--- config.mk ---
export PLATFORM = sky130hd
export DESIGN_NAME = vote_tally_multi_flat
export DESIGN_NICKNAME = d
export VERILOG_FILES = /design/src/rtl/vote_tally_multi_if.sv /design/src/rtl/vote_tally_multi.sv /design/src/flat_wrapper.sv
export SDC_FILE = /design/constraint.sdc
export NUM_CORES = 1
export LEC_CHECK = 0
export BUFFER_PORTS_ARGS = -buffer_cell sky130_fd_sc_hd__buf_2
export CORE_ASPECT_RATIO = 1.75
export CORE_MARGIN = 4
export CORE_UTILIZATION = 50
export CTS_BUF_LIST = sky130_fd_sc_hd__clkbuf_4 sky130_fd_sc_hd__clkbuf_8
export CTS_CLUSTER_SIZE = 8
export DETAILED_ROUTE_END_ITERATION = 10
export GPL_TIMING_DRIVEN = 1
export PLACE_DENSITY = 0.67
export SLEW_MARGIN = 20
export SYNTH_ARGS = -nofsm -noshare
export SYNTH_HDL_FRONTEND = slang
export SYNTH_SLANG_ARGS = --single-unit
--- constraint.sdc ---
create_clock -name clock -period 14.8 [get_ports clock]
set_input_delay 1.48 -clock clock [delete_from_list [all_inputs] [get_ports clock]]
set_output_delay 1.48 -clock clock [all_outputs]
set_load 0.05 [all_outputs]
--- src/rtl/vote_tally_multi_if.sv ---
// Button-side and display-side signals of the multi-candidate vote tally.
interface vote_tally_multi_if #(
  parameter int unsigned NUM_CAND = 3,
  parameter int unsigned CNT_W    = 8
);
  localparam int unsigned LeadW = $clog2(NUM_CAND);

  logic                mode;
  logic [NUM_CAND-1:0] button;
  logic [CNT_W-1:0]    led;
  logic                vote_valid;
  logic                invalid_press;
  logic [LeadW-1:0]    leader;
  logic                tie;

  // Button logic / display driver side.
  modport master (
    output mode, button,
    input  led, vote_valid, invalid_press, leader, tie
  );

  // Tally side.
  modport slave (
    input  mode, button,
    output led, vote_valid, invalid_press, leader, tie
  );
endinterface

--- src/rtl/vote_tally_multi.sv ---
// Multi-candidate vote tally: hold-qualified single-button votes, one vote per
// press, multi-press rejection, saturating counters, leader/tie and display.
module vote_tally_multi #(
  parameter int unsigned NUM_CAND    = 3,
  parameter int unsigned CNT_W       = 8,
  parameter int unsigned HOLD_CYCLES = 10
) (
  input  logic                 clock,
  input  logic                 reset,
  vote_tally_multi_if.slave    bus
);
  localparam int unsigned LeadW = $clog2(NUM_CAND);
  localparam int unsigned HoldW = $clog2(HOLD_CYCLES + 1);

  typedef enum logic [1:0] {StIdle, StArming, StWaitRelease} state_e;

  state_e              state_q, state_d;
  logic [LeadW-1:0]    idx_q, idx_d;
  logic [HoldW-1:0]    hold_q, hold_d;
  logic [CNT_W-1:0]    count_q [NUM_CAND];
  logic [CNT_W-1:0]    count_d [NUM_CAND];
  logic [CNT_W-1:0]    led_q, led_d;
  logic                vote_valid_q, vote_valid_d;
  logic                invalid_press_q, invalid_press_d;

  logic                btn_any, btn_one, other_high;
  logic [LeadW-1:0]    btn_idx;
  logic [NUM_CAND-1:0] idx_mask;
  logic [CNT_W-1:0]    max_cnt;
  logic [LeadW-1:0]    lead;
  logic [4:0]          n_max;
  logic                tie;
  logic                vote;
  logic [LeadW-1:0]    vote_idx;

  // Button decode: any/one-hot, index of the pressed button, and whether any
  // button other than the armed one is high.
  always_comb begin
    btn_any  = |bus.button;
    btn_one  = btn_any &&
               ((bus.button & (bus.button - {{(NUM_CAND-1){1'b0}}, 1'b1})) == '0);
    btn_idx  = '0;
    for (int unsigned i = 0; i < NUM_CAND; i++) begin
      if (bus.button[i]) btn_idx = LeadW'(i);
    end
    idx_mask   = {{(NUM_CAND-1){1'b0}}, 1'b1} << idx_q;
    other_high = |(bus.button & ~idx_mask);
  end

  // Leader is the lowest index holding the maximum; tie needs >=2 at a nonzero max.
  always_comb begin
    max_cnt = '0;
    lead    = '0;
    n_max   = '0;
    for (int unsigned i = 0; i < NUM_CAND; i++) begin
      if (count_q[i] > max_cnt) begin
        max_cnt = count_q[i];
        lead    = LeadW'(i);
      end
    end
    for (int unsigned i = 0; i < NUM_CAND; i++) begin
      if (count_q[i] == max_cnt) n_max = n_max + 5'd1;
    end
    tie = (n_max >= 5'd2) && (max_cnt != '0);
  end

  // Vote FSM next state, saturating count update and display value.
  always_comb begin
    state_d         = state_q;
    idx_d           = idx_q;
    hold_d          = hold_q;
    count_d         = count_q;
    vote_valid_d    = 1'b0;
    invalid_press_d = 1'b0;
    vote            = 1'b0;
    vote_idx        = idx_q;

    unique case (state_q)
      StIdle: begin
        if (!bus.mode && btn_any) begin
          if (btn_one) begin
            idx_d = btn_idx;
            if (HOLD_CYCLES == 1) begin
              vote     = 1'b1;
              vote_idx = btn_idx;
              state_d  = StWaitRelease;
              hold_d   = '0;
            end else begin
              state_d = StArming;
              hold_d  = HoldW'(1);
            end
          end else begin
            invalid_press_d = 1'b1;
            state_d         = StWaitRelease;
          end
        end
      end
      StArming: begin
        if (!btn_any) begin
          state_d = StIdle;
          hold_d  = '0;
        end else if (bus.mode) begin
          // Switching to display aborts the pending vote.
          state_d = StWaitRelease;
          hold_d  = '0;
        end else if (other_high) begin
          invalid_press_d = 1'b1;
          state_d         = StWaitRelease;
          hold_d          = '0;
        end else if (hold_q == HoldW'(HOLD_CYCLES - 1)) begin
          vote    = 1'b1;
          state_d = StWaitRelease;
          hold_d  = '0;
        end else begin
          hold_d = hold_q + HoldW'(1);
        end
      end
      StWaitRelease: begin
        if (!btn_any) state_d = StIdle;
      end
      default: state_d = StIdle;
    endcase

    if (vote) begin
      vote_valid_d = 1'b1;
      if (count_q[vote_idx] != '1) count_d[vote_idx] = count_q[vote_idx] + CNT_W'(1);
    end

    if (!bus.mode) begin
      led_d = '0;
    end else if (btn_one) begin
      led_d = count_q[btn_idx];
    end else if (!btn_any) begin
      led_d = CNT_W'(lead);
    end else begin
      led_d = led_q;
    end
  end

  // All state registers, cleared asynchronously.
  always_ff @(posedge clock or posedge reset) begin
    if (reset) begin
      state_q         <= StIdle;
      idx_q           <= '0;
      hold_q          <= '0;
      led_q           <= '0;
      vote_valid_q    <= 1'b0;
      invalid_press_q <= 1'b0;
      for (int unsigned i = 0; i < NUM_CAND; i++) count_q[i] <= '0;
    end else begin
      state_q         <= state_d;
      idx_q           <= idx_d;
      hold_q          <= hold_d;
      led_q           <= led_d;
      vote_valid_q    <= vote_valid_d;
      invalid_press_q <= invalid_press_d;
      for (int unsigned i = 0; i < NUM_CAND; i++) count_q[i] <= count_d[i];
    end
  end

  assign bus.led           = led_q;
  assign bus.vote_valid    = vote_valid_q;
  assign bus.invalid_press = invalid_press_q;
  assign bus.leader        = lead;
  assign bus.tie           = tie;
endmodule

--- src/flat_wrapper.sv ---
// flat-port wrapper written by rule: the top's interface ports become plain ports
module vote_tally_multi_flat 
#(
  parameter int unsigned NUM_CAND    = 3,
  parameter int unsigned CNT_W       = 8,
  parameter int unsigned HOLD_CYCLES = 10
)
  (clock, reset, bus_mode, bus_button, bus_led, bus_vote_valid, bus_invalid_press, bus_leader, bus_tie);
  vote_tally_multi_if #(.NUM_CAND(NUM_CAND), .CNT_W(CNT_W)) bus_i ();
  input  logic clock;
  input  logic reset;
  input wire logic [$bits(bus_i.mode)-1:0] bus_mode;
  input wire logic [$bits(bus_i.button)-1:0] bus_button;
  output wire logic [$bits(bus_i.led)-1:0] bus_led;
  output wire logic [$bits(bus_i.vote_valid)-1:0] bus_vote_valid;
  output wire logic [$bits(bus_i.invalid_press)-1:0] bus_invalid_press;
  output wire logic [$bits(bus_i.leader)-1:0] bus_leader;
  output wire logic [$bits(bus_i.tie)-1:0] bus_tie;
  assign bus_i.mode = bus_mode;
  assign bus_i.button = bus_button;
  assign bus_led = bus_i.led;
  assign bus_vote_valid = bus_i.vote_valid;
  assign bus_invalid_press = bus_i.invalid_press;
  assign bus_leader = bus_i.leader;
  assign bus_tie = bus_i.tie;
  vote_tally_multi #(.NUM_CAND(NUM_CAND), .CNT_W(CNT_W), .HOLD_CYCLES(HOLD_CYCLES)) u_core (.clock(clock), .reset(reset), .bus(bus_i));
endmodule
Word level (Yosys, flattened, before mapping):

Cells that the tools add are included.

* flip-flop bits (word level): 42
* input port bits: 6
* output and inout bits: 13

* add/subtract/negate cells: 5
* magnitude comparators: 7
* equality and inequality tests: 12
* shift-type cells: 1
* muxes and demuxes: 49
* bitwise logic cells: 5
* reductions and logical operators: 15

Operators by type and width (count)
* $mux W8: 11
* $bmux W8 S2: 2
* $bwmux W24: 1
* $eq A8 B8 Y1: 3
* $mux W4: 6
* $mux W2: 9
* $demux W8 S2: 1
* $gt A8 B8 Y1: 2
* $mux W1: 14
* $mux W5: 2
* $reduce_and A3 Y1: 3
* $add A8 B1 Y8 const B: 1
* $gt A8 B1 Y1 const B: 1
* $ne A8 B8 Y1 const B: 1
* $pmux W4 S2: 1
* $reduce_bool A8 Y1: 1
* $and A3 B3 Y3: 2
* $ge A3 B3 Y1 const B: 2
* $not A2 Y3: 2
* $pmux W2 S3: 1
* $reduce_or A3 Y1: 2
* $add A5 B1 Y5 const B: 1
* $ge A5 B2 Y1 const B: 1
* $ne A5 B5 Y1 const B: 1
* other kinds (19): 23

Logic depth before layout (Yosys ltp):

Gate-level depths: netlist of the first run.

* depth in word-level cells: 14
* depth in mapped cells: 24

Worst setup path before layout of the first run:

No wires, ideal clock.

* path type: flip-flop to output port
* start point: register u_core.count_q[8] in the netlist's numbering
* end point: output bus_tie
* data arrival time: 5.692 ns
* setup slack: 7.628 ns
* stages on the path, launching flop included: 22
* path buffers: 2
* cells stage by stage: dfrtp_1 -> inv_1 -> ha_1 -> nand4_1 -> nor2b_1 -> a21boi_0 -> clkbuf_1 -> o21ai_0 -> and2_1 -> ha_1 -> and3_1 -> a221o_1 -> a221oi_4 -> or2_4 -> buf_12 -> a31oi_4 -> xnor2_1 -> nand2_1 -> or4_1 -> ha_1 -> o41ai_1 -> a2bb2oi_1

* longest elaborated chain between the ends: 12

RTL lines
* from (decl): line vote_tally_multi.sv:20 `logic [CNT_W-1:0] count_q [NUM_CAND];`
* $gt A8 B8 Y1: line vote_tally_multi.sv:56 `if (count_q[i] > max_cnt) begin`
* $mux W8: line vote_tally_multi.sv:56
* $gt A8 B8 Y1: line vote_tally_multi.sv:56
* $mux W8: line vote_tally_multi.sv:56
* $eq A8 B8 Y1: line vote_tally_multi.sv:62 `if (count_q[i] == max_cnt) n_max = n_max + 5'd1;`
* $mux W1: line vote_tally_multi.sv:62
* $add A1 B1 Y2: line vote_tally_multi.sv:62
* $mux W5: line vote_tally_multi.sv:62
* $add A5 B1 Y5: line vote_tally_multi.sv:62
* $mux W5: line vote_tally_multi.sv:62
* $ge A5 B2 Y1: line vote_tally_multi.sv:64 `tie = (n_max >= 5'd2) && (max_cnt != '0);`
* $logic_and A1 B1 Y1 (*): line vote_tally_multi.sv:64
* to (decl): line flat_wrapper.sv:18 `output wire logic [$bits(bus_i.tie)-1:0] bus_tie;`

Every way passes the cells marked *; elsewhere a longest branch is shown, timed or not.

Worst setup path after layout of the first run:

Ends and elaborated chain as after synthesis.

==> run metrics, run 1 <==
status completed; number of DRC markers in iteration 0 between 150 and 200; Syn Nets approximately 430; Post-Layout Inst Area between 3000 and 4000 µm²; Worst Path Required 13320 ps; Core Footprint 6590 µm²; cts hold-fix bufs 0; Port Buffers 18; Synth Instances 400; Via Count 3149; hold slack 517 ps; clk buf depth 2; Worst-path clk slew 80 ps; final setup margin 6520 ps; crit path time final 8280 ps; main combinational cell family by area after synthesis compound AO/OA/AOI/OAI gates; Hold Crit Class register to register; fmax roughly 120 MHz; clock skew 7.81 ps; largest net degree at the start of global routing 43; initial antenna violation count 0; Root Driver clkbuf_8; CP max FO 13; mux cell area share after synthesis 0.0877; gpl congestion 0.945; setup TNS 0 ps; pre-CTS setup slack a little under 7000 ps; Worst R2R Setup Slack 9670 ps; antenna-violating nets left 0; CTS Buf Count 5; path type of the worst setup path register to output port; Initial Util 0.517; Tcrit/Tclk final 0.560; MaxCap Viol Count 0; Max-slew headroom 0.367; XOR/XNOR Fraction of Synth Area 0.0639; register area share after synthesis 0.308; final WL 9.92 mm; # fillers 653; most common cell after layout, fill and taps aside dfrtp_1; Vias/cell about 6.5; flops & latches, synth 42; post-synthesis compound-gate area fraction 0.225; TritonCTS Sinks 42; Die ar. 8250 µm²; ys flop type dfrtp_1; Hold Crit Start u_core.bus.led[5]$_DFFE_PP0P_; CTS tree yes; row cnt 39; simple-gate share of the synthesized area 0.177; post-CTS setup buffer count 0; Final Slew Violations 0; most frequent cells in the layout 42 x dfrtp_1, 34 x nand2_1, 34 x o21ai_0, 34 x a21oi_1, 25 x nor2_1; first-pass GRT wire length about 16 mm; Ant. Diodes 0; Crit. End Element output port; nets around 430; number of global-route vias before repair between 3000 and 4000; wire per inst 20.3 µm; Total GRT Usage 0.249; reg2reg end u_core.bus.led[0]$_DFFE_PP0P_; Syn Area/Cell 8.52 µm²; Post-synth EDFFs 0; Layout area overhead 5.62%; Pre-antenna DRT Iters 6; hpwl dp 7.53 mm; CP arrival about 6800 ps; Non-Filler Instances 488; PwrDens 69.3 nW/µm²; Cell Count Post-Placement 481; Leakage Power 0.00175 µW; peak supply drop 0.0821 mV; dpl cell area roughly 3500 µm²; io pins 19; Final setup viols 0; post-synthesis cell type count 56; Worst Reg-to-Reg Cells 16; clk_lat worst skew 300 ps; Crit Reg-Reg Startpoint u_core.count_q[8]$_DFFE_PP0P_; H-tree depth 2; ys async rst share 1.00; Setup crit start kind register; share of cells above drive strength 1 0.126; Congestion Overflow GR 0; Worst Tran Pin Value roughly 950 ps; DIE WIDTH roughly 70 µm; endpoints failing hold 0; Adder-Cell Fraction of Synth Area 0.0800; RSZ-0062 raised after global routing false; hold path depth 2; cts repair resizes 0; synthesized area 3410 µm²; WHS Endpoint u_core.bus.led[5]$_DFFE_PP0P_; Syn. warnings 0; die height 117 µm; residual DRC count 0
-- routing by layer --
layer  global-route usage  wire, µm  vias to the layer above
li1                     -         -                     1454
met4                0.185       675                        0
met1                0.258      3530                     1495
met2                0.451      5190                      146
met3               0.0376       524                       54
met5                    0         0                        -
-- kinds of logic (layout without fill, tap and decap cells) --
group	after synthesis	in the layout
AO/OA/AOI/OAI	113	113
XOR/XNOR	24	24
adder cells (fa/ha/maj)	22	22
buffers and inverters	46	52
flip-flops	42	42
multiplexers	28	28
AND/OR/NAND/NOR	125	125
-- registers in the layout, indices dropped and copies added, names as in the netlist --
register	count
u_core.state_q	2
u_core.bus.invalid_press	1
u_core.hold_q	4
u_core.count_q	24
u_core.bus.vote_valid	1
u_core.bus.led	8
u_core.idx_q	2
-- power breakdown --
group | leakage, µW | internal, µW | switching (µW)
logic | 0.00118 | 15.7 | 29.6
registers | 0.000522 | 120 | 10.0
clock network | 0.0000452 | 36.2 | 38.2
total | 0.00175 | 171 | 77.8
-- stage by stage --
step | total power, µW | utilization
5_1_grt | 263 | 0.546
3_3_place_gp | 176 | 0.534
4_1_cts | 251 | 0.546
2_1_floorplan | 165 | -
6_report | 249 | 0.546
3_5_place_dp | 177 | 0.534
-- critical path, cell delays in order, from the launching register on --
cell       delay [ps]
dfrtp_1           560
inv_1             220
ha_1              330
nand4_1           130
nor2b_1           170
a21boi_0          740
o21ai_0           350
and2_1            250
ha_1              290
and3_1            200
a221o_1           380
a221oi_4          470
or2_4             350
a31oi_1           200
xnor2_1           190
nand2_1            80
or4_1             520
ha_1              220
o41ai_1           360
a2bb2oi_1         180
buf_2             280
-- Yosys cell counts (2+ instances only) --
library cell	number	area, µm²
clkbuf_1	13	48.8
a21o_1	4	30.0
or4_1	2	15.0
o31ai_1	2	15.0
a211oi_1	4	30.0
nor4_1	6	37.5
nor2b_1	4	25.0
a2bb2oi_1	2	17.5
nand4_1	2	12.5
nand3_1	16	80.1
a221oi_1	2	17.5
mux2i_1	13	130
nand2b_1	3	18.8
nor2_1	25	93.8
inv_1	25	93.8
o221ai_1	2	17.5
and3_1	7	43.8
buf_2	5	25.0
a31oi_4	4	85.1
nand2_1	34	128
a21oi_1	34	170
o22ai_1	2	12.5
mux2_2	15	169
o21ai_0	34	170
a21boi_0	2	15.0
ha_1	21	263
xnor2_1	19	166
a2111oi_0	2	17.5
and2_1	6	37.5
xor2_1	4	35.0
dfrtp_1	42	1050
a31oi_1	5	31.3
nor3_1	16	80.1
-- worst max path at each step --
stage | from | end | slack [ps] | depth (start not counted)
2_1_floorplan | u_core.count_q[8]$_DFFE_PP0P_ | bus_tie | 7630 | 21
3_3_place_gp | u_core.count_q[8]$_DFFE_PP0P_ | bus_tie | 7110 | 20
3_5_place_dp | u_core.count_q[8]$_DFFE_PP0P_ | bus_tie | 6950 | 20
4_1_cts | u_core.count_q[8]$_DFFE_PP0P_ | bus_tie | 6600 | 20
5_1_grt | u_core.count_q[8]$_DFFE_PP0P_ | bus_tie | 6190 | 20
6_report | u_core.count_q[8]$_DFFE_PP0P_ | bus_tie | 6520 | 20
-- cell type report --
class,count,area [µm²],share of cell area
Multi-Input combinational cell,312,2170,0.602
Sequential cell,42,1050,0.292
Tap cell,82,103,0.0285
Timing Repair Buffer,19,97.6,0.0271
Inverter,26,97.6,0.0271
Clock buffer,7,83.8,0.0233
Note: power is estimated with default switching activity, not from simulation.
==> run 2: changes to the inputs <==
PLACE_DENSITY = 0.7   (was 0.67)
clock period = 7.5 ns   (was 14.8 ns; I/O delays follow)
==> run 2 against run 1 <==
  * Via count is essentially flat
  * Total power grew 95%
  * Largest power group unchanged
  * Sequential share of layout area shrank 0.22 points
==> run metrics, run 2 (synthesis results as in run 1) <==
Worst R2R Setup Slack 2960 ps; Worst Path Required 6750 ps; residual DRC count 0; Hold Crit Class register to register; Vias/cell 6.39; cts repair resizes 0; share of cells above drive strength 1 0.134; # fillers 643; wire per inst 20.5 µm; post-CTS setup buffer count 0; Final setup viols 0; number of global-route vias before repair between 3000 and 4000; critical path launch point u_core.count_q[8]$_DFFE_PP0P_; endpoints failing hold 0; peak supply drop 0.170 mV; status completed; Cell Count Post-Placement 486; CTS Buf Count 5; Largest register FFs 24; Leakage Power 0.00177 µW; Worst Reg-to-Reg Cells 15; nets 438; Ant. Diodes 0; Worst Tran Pin Value ~700 ps; CP arrival 6290 ps; final setup margin approximately 460 ps; clk_lat worst skew 300 ps; Worst-path clk slew ~80 ps; Core Footprint 6590 µm²; Congestion Overflow GR 0; most frequent cells in the layout 42 x dfrtp_1, 34 x nand2_1, 34 x o21ai_0, 34 x a21oi_1, 25 x nor2_1; DIE WIDTH 70.4 µm; Root Driver clkbuf_8; Die ar. 8250 µm²; RSZ-0062 raised after global routing false; die height 117 µm; Initial Util 0.517; Crit. End Element output port; hpwl dp 7.74 mm; Crit Reg-Reg Startpoint u_core.count_q[8]$_DFFE_PP0P_; antenna-violating nets left 0; CP max FO 13; final WL between 10 and 15 mm; most common cell after layout, fill and taps aside dfrtp_1; CTS tree yes; Final Slew Violations 0; number of DRC markers in iteration 0 177; PwrDens 134 nW/µm²; Setup crit start kind register; Non-Filler Instances 493; setup TNS 0 ps; crit path time final 7040 ps; gpl congestion between 1 and 1.5; clk buf depth 2; TritonCTS Sinks 42; Total GRT Usage 0.256; final core utilization 0.551; Tcrit/Tclk final 0.939; MaxCap Viol Count 0; io pins 19; first-pass GRT wire length 16.3 mm; initial antenna violation count 0; Via Count 3150; row cnt 39; reg2reg end u_core.bus.led[0]$_DFFE_PP0P_; Port Buffers 18; hold path depth 1; crit path to bus_tie; pre-CTS setup slack 861 ps; clock skew about 6.1 ps; largest net degree at the start of global routing 43; Top reg by flops u_core.count_q; fmax ~140 MHz; cts hold-fix bufs 0; Layout area overhead 6.42%; Max-slew headroom 0.535; H-tree depth 2; Pre-antenna DRT Iters 5; path type of the worst setup path register to output port
==> run 2: changes by cell type in the layout (fill, tap and decap cells not counted), sizes merged <==
cell	change
clkbuf	-2
clkinv	+2
buf	+5
==> run 2: worst min-delay path by stage <==
stage,startpoint,endpoint,slack [ps]
2_1_floorplan,u_core.hold_q[2]$_DFFE_PP0P_,u_core.bus.vote_valid$_DFF_PP0_,460
3_3_place_gp,u_core.bus.led[3]$_DFFE_PP0P_,u_core.bus.led[3]$_DFFE_PP0P_,500
3_5_place_dp,u_core.hold_q[2]$_DFFE_PP0P_,u_core.bus.vote_valid$_DFF_PP0_,510
4_1_cts,u_core.hold_q[2]$_DFFE_PP0P_,u_core.bus.vote_valid$_DFF_PP0_,520
5_1_grt,u_core.bus.led[4]$_DFFE_PP0P_,u_core.bus.led[4]$_DFFE_PP0P_,550
6_report,u_core.hold_q[2]$_DFFE_PP0P_,u_core.bus.vote_valid$_DFF_PP0_,520
==> run 2: stage by stage <==
stage	instance area (µm²)	power, µW	hold slack, ps
after global placement	3550	348	497
after global routing	3630	514	548
after detailed placement	3550	350	506
final	3630	486	516
after CTS	3630	489	519
after floorplan	3410	326	460
==> run 2: critical path, stage by stage, from the launching register on <==
cell and delay [ps]:
dfrtp_1 530, inv_1 180, ha_1 310, nand4_1 130
o21ai_1 580, nand3_1 260, and2_1 240, ha_1 290
and3_1 200, a221o_1 380, a221oi_4 440, or2_4 340
a31oi_1 210, xnor2_1 200, nand2_1 90, or4_1 530
ha_1 230, o41ai_1 370, a2bb2oi_1 190, buf_2 280
==> run 2: routing by layer <==
metal / global-route usage / share of wire / vias up
li1: - / - / 1461
met1: 0.262 / 0.35 / 1479
met2: 0.469 / 0.51 / 147
met3: 0.0368 / 0.057 / 63
met4: 0.187 / 0.078 / 0
met5: 0 / 0 / -
==> run 2: final cells by class <==
class	instances	area (µm²)	area share
timing repair buffer	24	135	0.0373
clock inverter	2	10.0	0.00276
inverter	26	97.6	0.0269
multi-input combinational	312	2160	0.596
sequential	42	1050	0.290
clock buffer	5	68.8	0.0190
tap	82	103	0.0283
==> run 2: where the power goes <==
| part | internal, µW | switching, µW | leakage, µW |
|---|---|---|---|
| combinational | 32.3 | 57.9 | 0.00121 |
| clock | 62.5 | 77.4 | 0.0000438 |
| sequential | 236 | 19.9 | 0.000522 |
